[src/rtl/sevenseg_pkg.sv]
// sevenseg_pkg: segment patterns (gfedcba, active-low), illegal-digit code and FSM states
package sevenseg_pkg;
  localparam logic [6:0] SEG_0 = 7'b1000000;
  localparam logic [6:0] SEG_1 = 7'b1111001;
  localparam logic [6:0] SEG_2 = 7'b0100100;
  localparam logic [6:0] SEG_3 = 7'b0110000;
  localparam logic [6:0] SEG_4 = 7'b0011001;
  localparam logic [6:0] SEG_5 = 7'b0010010;
  localparam logic [6:0] SEG_6 = 7'b0000010;
  localparam logic [6:0] SEG_7 = 7'b1111000;
  localparam logic [6:0] SEG_8 = 7'b0000000;
  localparam logic [6:0] SEG_9 = 7'b0010000;
  localparam logic [3:0] DIGIT_ILLEGAL = 4'hF;
  typedef enum logic {IDLE = 1'b0, HOLD = 1'b1} state_t;
endpackage

[src/rtl/seg7_to_bcd.sv]
// seg7_to_bcd: decodes one active-low 7-segment pattern to a BCD digit.
// Ports: seg (pattern in), digit (BCD or 4'hF), illegal (pattern is not 0..9).
module seg7_to_bcd
  import sevenseg_pkg::*;
(
  input  logic [6:0] seg,
  output logic [3:0] digit,
  output logic       illegal
);
  always_comb begin
    illegal = 1'b0;
    case (seg)
      SEG_0:   digit = 4'd0;
      SEG_1:   digit = 4'd1;
      SEG_2:   digit = 4'd2;
      SEG_3:   digit = 4'd3;
      SEG_4:   digit = 4'd4;
      SEG_5:   digit = 4'd5;
      SEG_6:   digit = 4'd6;
      SEG_7:   digit = 4'd7;
      SEG_8:   digit = 4'd8;
      SEG_9:   digit = 4'd9;
      default: begin
        digit   = DIGIT_ILLEGAL;
        illegal = 1'b1;
      end
    endcase
  end
endmodule

[src/rtl/sevenseg_reader.sv]
// sevenseg_reader: debounces a two-digit 7-segment display and emits each new stable reading.
// Ports: clk, reset_n (async active-low), hex1/hex0 (segment patterns),
// out_valid/out_ready (handshake), tens/units/value/err (decoded reading).
module sevenseg_reader
  import sevenseg_pkg::*;
#(
  parameter int STABLE_CYCLES = 4
) (
  input  logic       clk,
  input  logic       reset_n,
  input  logic [6:0] hex1,
  input  logic [6:0] hex0,
  output logic       out_valid,
  input  logic       out_ready,
  output logic [3:0] tens,
  output logic [3:0] units,
  output logic [6:0] value,
  output logic       err
);
  localparam logic [3:0] CNT_MAX = 4'(STABLE_CYCLES);
  state_t      state_q, state_d;
  logic [13:0] in_q, in_d, last_q, last_d, hold_q, hold_d;
  logic [3:0]  cnt_q, cnt_d, tens_q, tens_d, units_q, units_d;
  logic [6:0]  value_q, value_d;
  logic        err_q, err_d, last_ok_q, last_ok_d;
  logic [3:0]  dig1, dig0;
  logic        bad1, bad0, load, xfer;
  seg7_to_bcd u_dec1 (.seg(in_q[13:7]), .digit(dig1), .illegal(bad1));
  seg7_to_bcd u_dec0 (.seg(in_q[6:0]),  .digit(dig0), .illegal(bad0));
  always_comb begin
    in_d      = {hex1, hex0};
    cnt_d     = (in_d != in_q) ? 4'd0 : (cnt_q == CNT_MAX) ? cnt_q : cnt_q + 4'd1;
    // A stable pair is emitted unless it repeats the last pair actually transferred.
    load      = (state_q == IDLE) && (cnt_q == CNT_MAX) && ((in_q != last_q) || !last_ok_q);
    xfer      = (state_q == HOLD) && out_ready;
    state_d   = load ? HOLD : xfer ? IDLE : state_q;
    hold_d    = load ? in_q : hold_q;
    tens_d    = load ? dig1 : tens_q;
    units_d   = load ? dig0 : units_q;
    err_d     = load ? (bad1 | bad0) : err_q;
    value_d   = !load ? value_q : (bad1 | bad0) ? 7'd0 : 7'(dig1) * 7'd10 + 7'(dig0);
    last_d    = xfer ? hold_q : last_q;
    last_ok_d = xfer | last_ok_q;
  end
  always_ff @(posedge clk or negedge reset_n) begin
    if (!reset_n) begin
      state_q   <= IDLE;
      in_q      <= '0;
      cnt_q     <= '0;
      last_q    <= '0;
      last_ok_q <= 1'b0;
      hold_q    <= '0;
      tens_q    <= '0;
      units_q   <= '0;
      value_q   <= '0;
      err_q     <= 1'b0;
    end else begin
      state_q   <= state_d;
      in_q      <= in_d;
      cnt_q     <= cnt_d;
      last_q    <= last_d;
      last_ok_q <= last_ok_d;
      hold_q    <= hold_d;
      tens_q    <= tens_d;
      units_q   <= units_d;
      value_q   <= value_d;
      err_q     <= err_d;
    end
  end
  assign out_valid = (state_q == HOLD);
  assign tens      = tens_q;
  assign units     = units_q;
  assign value     = value_q;
  assign err       = err_q;
endmodule
[config.mk]
export PLATFORM = sky130hd
export DESIGN_NAME = sevenseg_reader
export DESIGN_NICKNAME = d
export VERILOG_FILES = /design/src/rtl/sevenseg_pkg.sv /design/src/rtl/seg7_to_bcd.sv /design/src/rtl/sevenseg_reader.sv
export SDC_FILE = /design/constraint.sdc
export NUM_CORES = 1
export LEC_CHECK = 0
export ABC_AREA = 0
export CORE_MARGIN = 5
export CORE_UTILIZATION = 57
export CTS_CLUSTER_DIAMETER = 150
export DETAILED_ROUTE_END_ITERATION = 8
export PLACE_DENSITY = 0.91
export SLEW_MARGIN = 0
export SYNTH_ARGS = -nofsm -noshare
export SYNTH_HDL_FRONTEND = slang
export SYNTH_HIERARCHICAL = 1
export SYNTH_SLANG_ARGS = --single-unit
[constraint.sdc]
create_clock -name clk -period 4.4 [get_ports clk]
set_input_delay 0.44 -clock clk [delete_from_list [all_inputs] [get_ports clk]]
set_output_delay 0.44 -clock clk [all_outputs]
set_load 0.01 [all_outputs]
* Word-level counts from Yosys, hierarchy flattened
Cells that the tools add are included.
W data, S select, Z words.
** Word-level totals
- Input bits :: 17
- Bits in registers :: 64
- Output and inout port bits :: 17
- Logic and storage cells :: 57
** Cells by class
- Bitwise operators :: 3
- Add/sub/neg operators :: 2
- Equality and inequality tests :: 22
- Multiply operators :: 1
- Reduce and logical (&&, ||, !) cells :: 10
- Mux-type cells :: 9
** Operators by type and width (number)
- $pmux W4 S10 :: 2
- $eq A7 B5 Y1 const B :: 6
- $eq A7 B7 Y1 const B :: 6
- $eq A7 B6 Y1 const B :: 4
- $ne A14 B14 Y1 :: 2
- $reduce_or A10 Y1 :: 2
- $eq A7 B2 Y1 const B :: 2
- $logic_not A7 Y1 :: 2
- $mux W4 :: 2
- $add A7 B4 Y7 :: 1
- $mux W7 :: 1
- $mul A4 B3 Y6 const B :: 1
- $add A4 B1 Y4 const B :: 1
- $eq A4 B3 Y1 const B :: 1
- $mux W1 :: 4
- $logic_and A1 B1 Y1 :: 3
- $ne A2 B2 Y1 const B :: 1
- $or A1 B1 Y1 :: 2
- $reduce_bool A2 Y1 :: 1
- $logic_not A1 Y1 :: 1
- $logic_or A1 B1 Y1 :: 1
- $not A1 Y1 :: 1

* Longest topological paths before layout
- Word-level depth :: 5
- Depth in mapped cells :: 12
- Mapped depth without buffers :: 12

* Hierarchy
The synthesis kept the hierarchy.
** By module, submodules not included
- sevenseg_reader :: instances 1, area an instance 2924.1 sq um, sequential area each 1601.5 sq um, cells each 205
- seg7_to_bcd :: instances 2, area an instance 200.2 sq um, sequential area each 0.0 sq um, cells each 29

* Worst setup path after synthesis
No wires, ideal clock.
- Path type :: register to register
- Start :: reg in_q[12]
- End :: reg value_q[5], in the netlist value[5]
- Period minus slack after synthesis :: 3.037 ns
- Data required time :: 4.275 ns
- Library setup time :: 0.125 ns
- Setup slack :: 1.363 ns
- Path buffers :: 0
- Arrival :: 2.912 ns
- Cell stages (with the launch flop) :: 12
- Cells stage by stage :: dfrtp_1 > or3_4 > a2111oi_2 > nor2_2 > nand2_2 > mux2i_1 > ha_1 > ha_1 > fa_1 > xnor2_1 > nor3_1 > mux2_4
** On the way
- Longest elaborated chain between the ends :: 5
- Elaborated cells on any way between the ends :: 20
- Classes of those cells :: 1 x add/sub; 1 x mul; 10 x eq/ne; 3 x mux; 1 x bitwise; 4 x reduce/logical
** Ends and longest elaborated chain
- start: declaration :: RTL line sevenseg_reader.sv:22 : logic [13:0] in_q, in_d, last_q, last_d, hold_q, hold_d;
- start signal: assignment :: RTL line sevenseg_reader.sv:59 : in_q <= in_d;
- $eq A7 B5 Y1 (tied with other cells) :: RTL line seg7_to_bcd.sv:12 : case (seg)
- $pmux W4 S10 (*) :: RTL line seg7_to_bcd.sv:12
- named net dig1[1] :: RTL line sevenseg_reader.sv:26 : logic [3:0] dig1, dig0;
- $mul A4 B3 Y6 (*) :: RTL line sevenseg_reader.sv:41 : value_d = !load ? value_q : (bad1 | bad0) ? 7'd0 : 7'(dig1) * 7'd10 + 7'(dig0);
- $add A7 B4 Y7 (*) :: RTL line sevenseg_reader.sv:41
- $mux W7 (*) :: RTL line sevenseg_reader.sv:41
- end signal: assignment :: RTL line sevenseg_reader.sv:66 : value_q <= value_d;
- end: declaration :: RTL line sevenseg_reader.sv:24 : logic [6:0] value_q, value_d;
The timed path passes the listed nets; every way through them passes the cells marked *.
A chain may end at the register's enable or synchronous reset.

* Final worst setup path
Same ends and word-level chain as after synthesis.

==> implementation parameters <==
Parameter                              Value

Run
  Max cap viols    0

Critical path
  Critical R2R Launch    in_q[12]$_DFF_PN0_
  Critical-path cell list    or3_4, a2111oi_2, nor2_2, nand2_2, mux2i_1, ha_1, ha_1, fa_1, xnor2_1, nor3_1, mux2_4
  Critical path data arrival time    about 3.5 ns
  Category of the critical setup timing path    reg2reg
  Critical path's most frequent cell    sky130_fd_sc_hd__ha_1
  Reg-to-reg slack, setup    1.09 ns
  Critical Path End Type    flop
  Endpoint of the worst-slack reg-to-reg timing path    value[5]$_DFFE_PN0P_
  Highest fanout seen on the critical path    10
  Reg2reg path depth    11
  Data required time at the worst endpoint    4.62 ns
  Worst path slowest cell    sky130_fd_sc_hd__dfrtp_1
  Largest stage delay, worst path    a little over 0.5 ns
  Critical Path Start Type    flop

Clock tree
  CTS Hold Buffers Added    0
  CTS H-tree lvls    3
  Number of CTS-inserted buffers    9
  Buffer count from post-CTS setup fixing    0
  Root buffer cell    sky130_fd_sc_hd__clkbuf_8
  TritonCTS clock tree    yes
  Number of resized instances in the post-cts repair step    0
  Buffer depth of the longest clock path    2
  Clk pin slew, worst setup/hold paths    0.07 ns
  Number of sinks handled by clock tree synthesis    64
  Clock network latency to the later pin of the worst-skew pair    0.34 ns

STA
  Final period utilization    0.752
  Total setup violations reported at the end of the flow    0
  Rel. slew slack    0.541
  Final count of hold timing violations    0
  Setup skew after layout    0.00668 ns
  Number of slew-limit violations in the final report    0
  Achievable frequency    between 300 and 400 MHz
  Total negative slack for setup checks    0 ns
  Unrepaired setup endpoints after global routing    false
  Minimum clock period after layout    3.31 ns
  Transition at the pin with the smallest max-transition slack    a little under 0.7 ns

Detailed routing
  Detailed-route DRC error count    0
  Detailed-route wire length per cell    17.4 um
  Initial DRC Count    108
  Final WL    6650 um
  Count of nets left with antenna violations after detail routing    0
  Total number of vias    2141
  Via density    5.62
  Pre-antenna DRT Iters    4

Cells and area
  Share of layout cells above drive strength 1    0.233
  Area Overhead vs Synth    17.0%
  Finished layout cell area    between 3000 and 4000 um2
  Utilization after layout    0.698
  Antenna cell count    0
  Commonest cells after routing, fill and taps aside    sky130_fd_sc_hd__dfrtp_1, sky130_fd_sc_hd__clkdlybuf4s50_1, sky130_fd_sc_hd__xnor2_1, sky130_fd_sc_hd__mux2_4, sky130_fd_sc_hd__mux2_2
  Final non-filler cell total    381
  Number of fill cells in the layout    402
  Commonest non-fill, non-tap cell in the layout    sky130_fd_sc_hd__dfrtp_1
  Net total in the final layout    332

Yosys
  Area of the mapped netlist    3320 um2
  Portion of the post-synthesis area used by sequential elements    0.482
  Count of mapped cells out of synthesis    263
  Average instance area after synthesis    12.6 um2
  Share of async-settable or async-resettable flops after synthesis    1.00
  Number of flops mapped to enable cells by yosys    0
  Post-Syn Nets    290
  Number of register bits inferred by synthesis    64
  Number of distinct library cell variants in the gate-level netlist after synthesis    39
  Most used flip-flop cell after synthesis    sky130_fd_sc_hd__dfrtp_1
  Total of warnings raised by yosys    6

Global routing
  Global-route wire length before repair    approximately 11000 um
  Pin count of the biggest net entering global routing    48
  Antenna violations before repair    0
  GR Overflow Total    0
  Via count of the first global-routing pass    2242
  Tot GR Track Use    0.197

Floorplanning
  Starting Density    0.596
  Core region area    5570 um2
  Area enclosed by the die boundary    between 7000 and 8000 um2
  Site Rows    27
  Number of placed I/O pins    34
  Die outline width    between 80 and 90 um
  Die height    86.4 um

Pwr
  Power per standard cell area    300 nW/um2
  Leakage dissipation    around 1.7 nW
  Peak supply drop    0.000275 V

Placed design
  Number of placed cells counting well taps    366
  IO buf count    33
  Routability-driven placement congestion ratio    between 0.8 and 0.9
  Dpl cell area    3720 um2
  Detailed-placement wirelength estimate    4720 um

Outcome
  Outcome    finished clean

Worst hold path
  Tightest Hold Check Type    in2async
[state kept, by name, summed over array words and instances (netlist names)]
signal     count
err            1
last_ok_q      1
value          7
out_valid      1
in_q          14
last_q        14
units          4
hold_q        14
cnt_q          4
tens           4
[Yosys cell counts, types with 4 or more instances]
cell	count	area, um2
sky130_fd_sc_hd__nand2b_1	4	25.0
sky130_fd_sc_hd__xor2_1	13	114
sky130_fd_sc_hd__nor2_1	14	52.6
sky130_fd_sc_hd__nand2_1	7	26.3
sky130_fd_sc_hd__dfrtp_1	64	1600
sky130_fd_sc_hd__mux2i_1	5	50.1
sky130_fd_sc_hd__inv_1	7	26.3
sky130_fd_sc_hd__mux2_2	15	169
sky130_fd_sc_hd__nor3_1	9	45.0
sky130_fd_sc_hd__nand3_1	6	30.0
sky130_fd_sc_hd__mux2_4	24	360
sky130_fd_sc_hd__a21o_1	4	30.0
sky130_fd_sc_hd__xnor2_1	25	219
sky130_fd_sc_hd__ha_1	8	100
sky130_fd_sc_hd__a21oi_1	12	60.1
sky130_fd_sc_hd__nand4_1	4	25.0
[final cells by class]
type                       instances  area [um2]  area share
clock buffer                      11         151      0.0389
clock inverter                     4        20.0     0.00515
inverter                           7        26.3     0.00676
multi-input combinational        188        1660       0.427
sequential                        64        1600       0.412
tap                               72        90.1      0.0232
timing repair buffer              35         340      0.0875
[worst max-delay path by stage]
| stage | start | endpoint | depth (start not counted) |
|---|---|---|---|
| floorplan | in_q[12]$_DFF_PN0_ | value[5]$_DFFE_PN0P_ | 11 |
| global placement | in_q[12]$_DFF_PN0_ | value[5]$_DFFE_PN0P_ | 11 |
| detailed placement | in_q[12]$_DFF_PN0_ | value[5]$_DFFE_PN0P_ | 11 |
| CTS | in_q[12]$_DFF_PN0_ | value[5]$_DFFE_PN0P_ | 11 |
| global route | in_q[12]$_DFF_PN0_ | value[5]$_DFFE_PN0P_ | 11 |
| finish | in_q[12]$_DFF_PN0_ | value[5]$_DFFE_PN0P_ | 11 |
[through the flow]
stage	worst slack (ns)	hold WS, ns	total power, W
5_1_grt	0.915	0.0256	0.00122
6_report	1.09	0.0120	0.00117
3_3_place_gp	1.27	0.387	0.000732
4_1_cts	1.09	0.0180	0.00117
3_5_place_dp	1.13	0.382	0.000736
2_1_floorplan	1.36	0.144	0.000688
[critical path, delay by kind of cell, from the launching register on]
family                     cells  cell delay [ns]
xor gates and xnor gates       1             0.18
adders and majority gates      3             1.03
and+or+nand+nor                4             0.77
DFF                            1             0.51
AOI/OAI and AO/OA              1             0.29
muxes                          2             0.41
[cell families after synthesis]
group,share of synthesized area
flip-flops,0.482
adder cells (fa/ha/maj),0.0422
AO/OA/AOI/OAI,0.0629
AND/OR/NAND/NOR,0.120
XOR/XNOR,0.100
buffers and inverters,0.0192
multiplexers,0.174
[where the power goes]
part           switching, W  total, W  internal, W
registers         0.0000201  0.000615     0.000595
logic             0.0000576  0.000112    0.0000541
clock network      0.000212  0.000440     0.000228
[per-layer routing]
layer / global-route usage / vias up / wire [um]
met5: 0 / - / 0
met4: 0.0652 / 0 / 93
met3: 0.0627 / 9 / 318
met2: 0.308 / 46 / 3240
met1: 0.261 / 1068 / 3000
li1: - / 1018 / -
(Power assumes the default switching activity.)
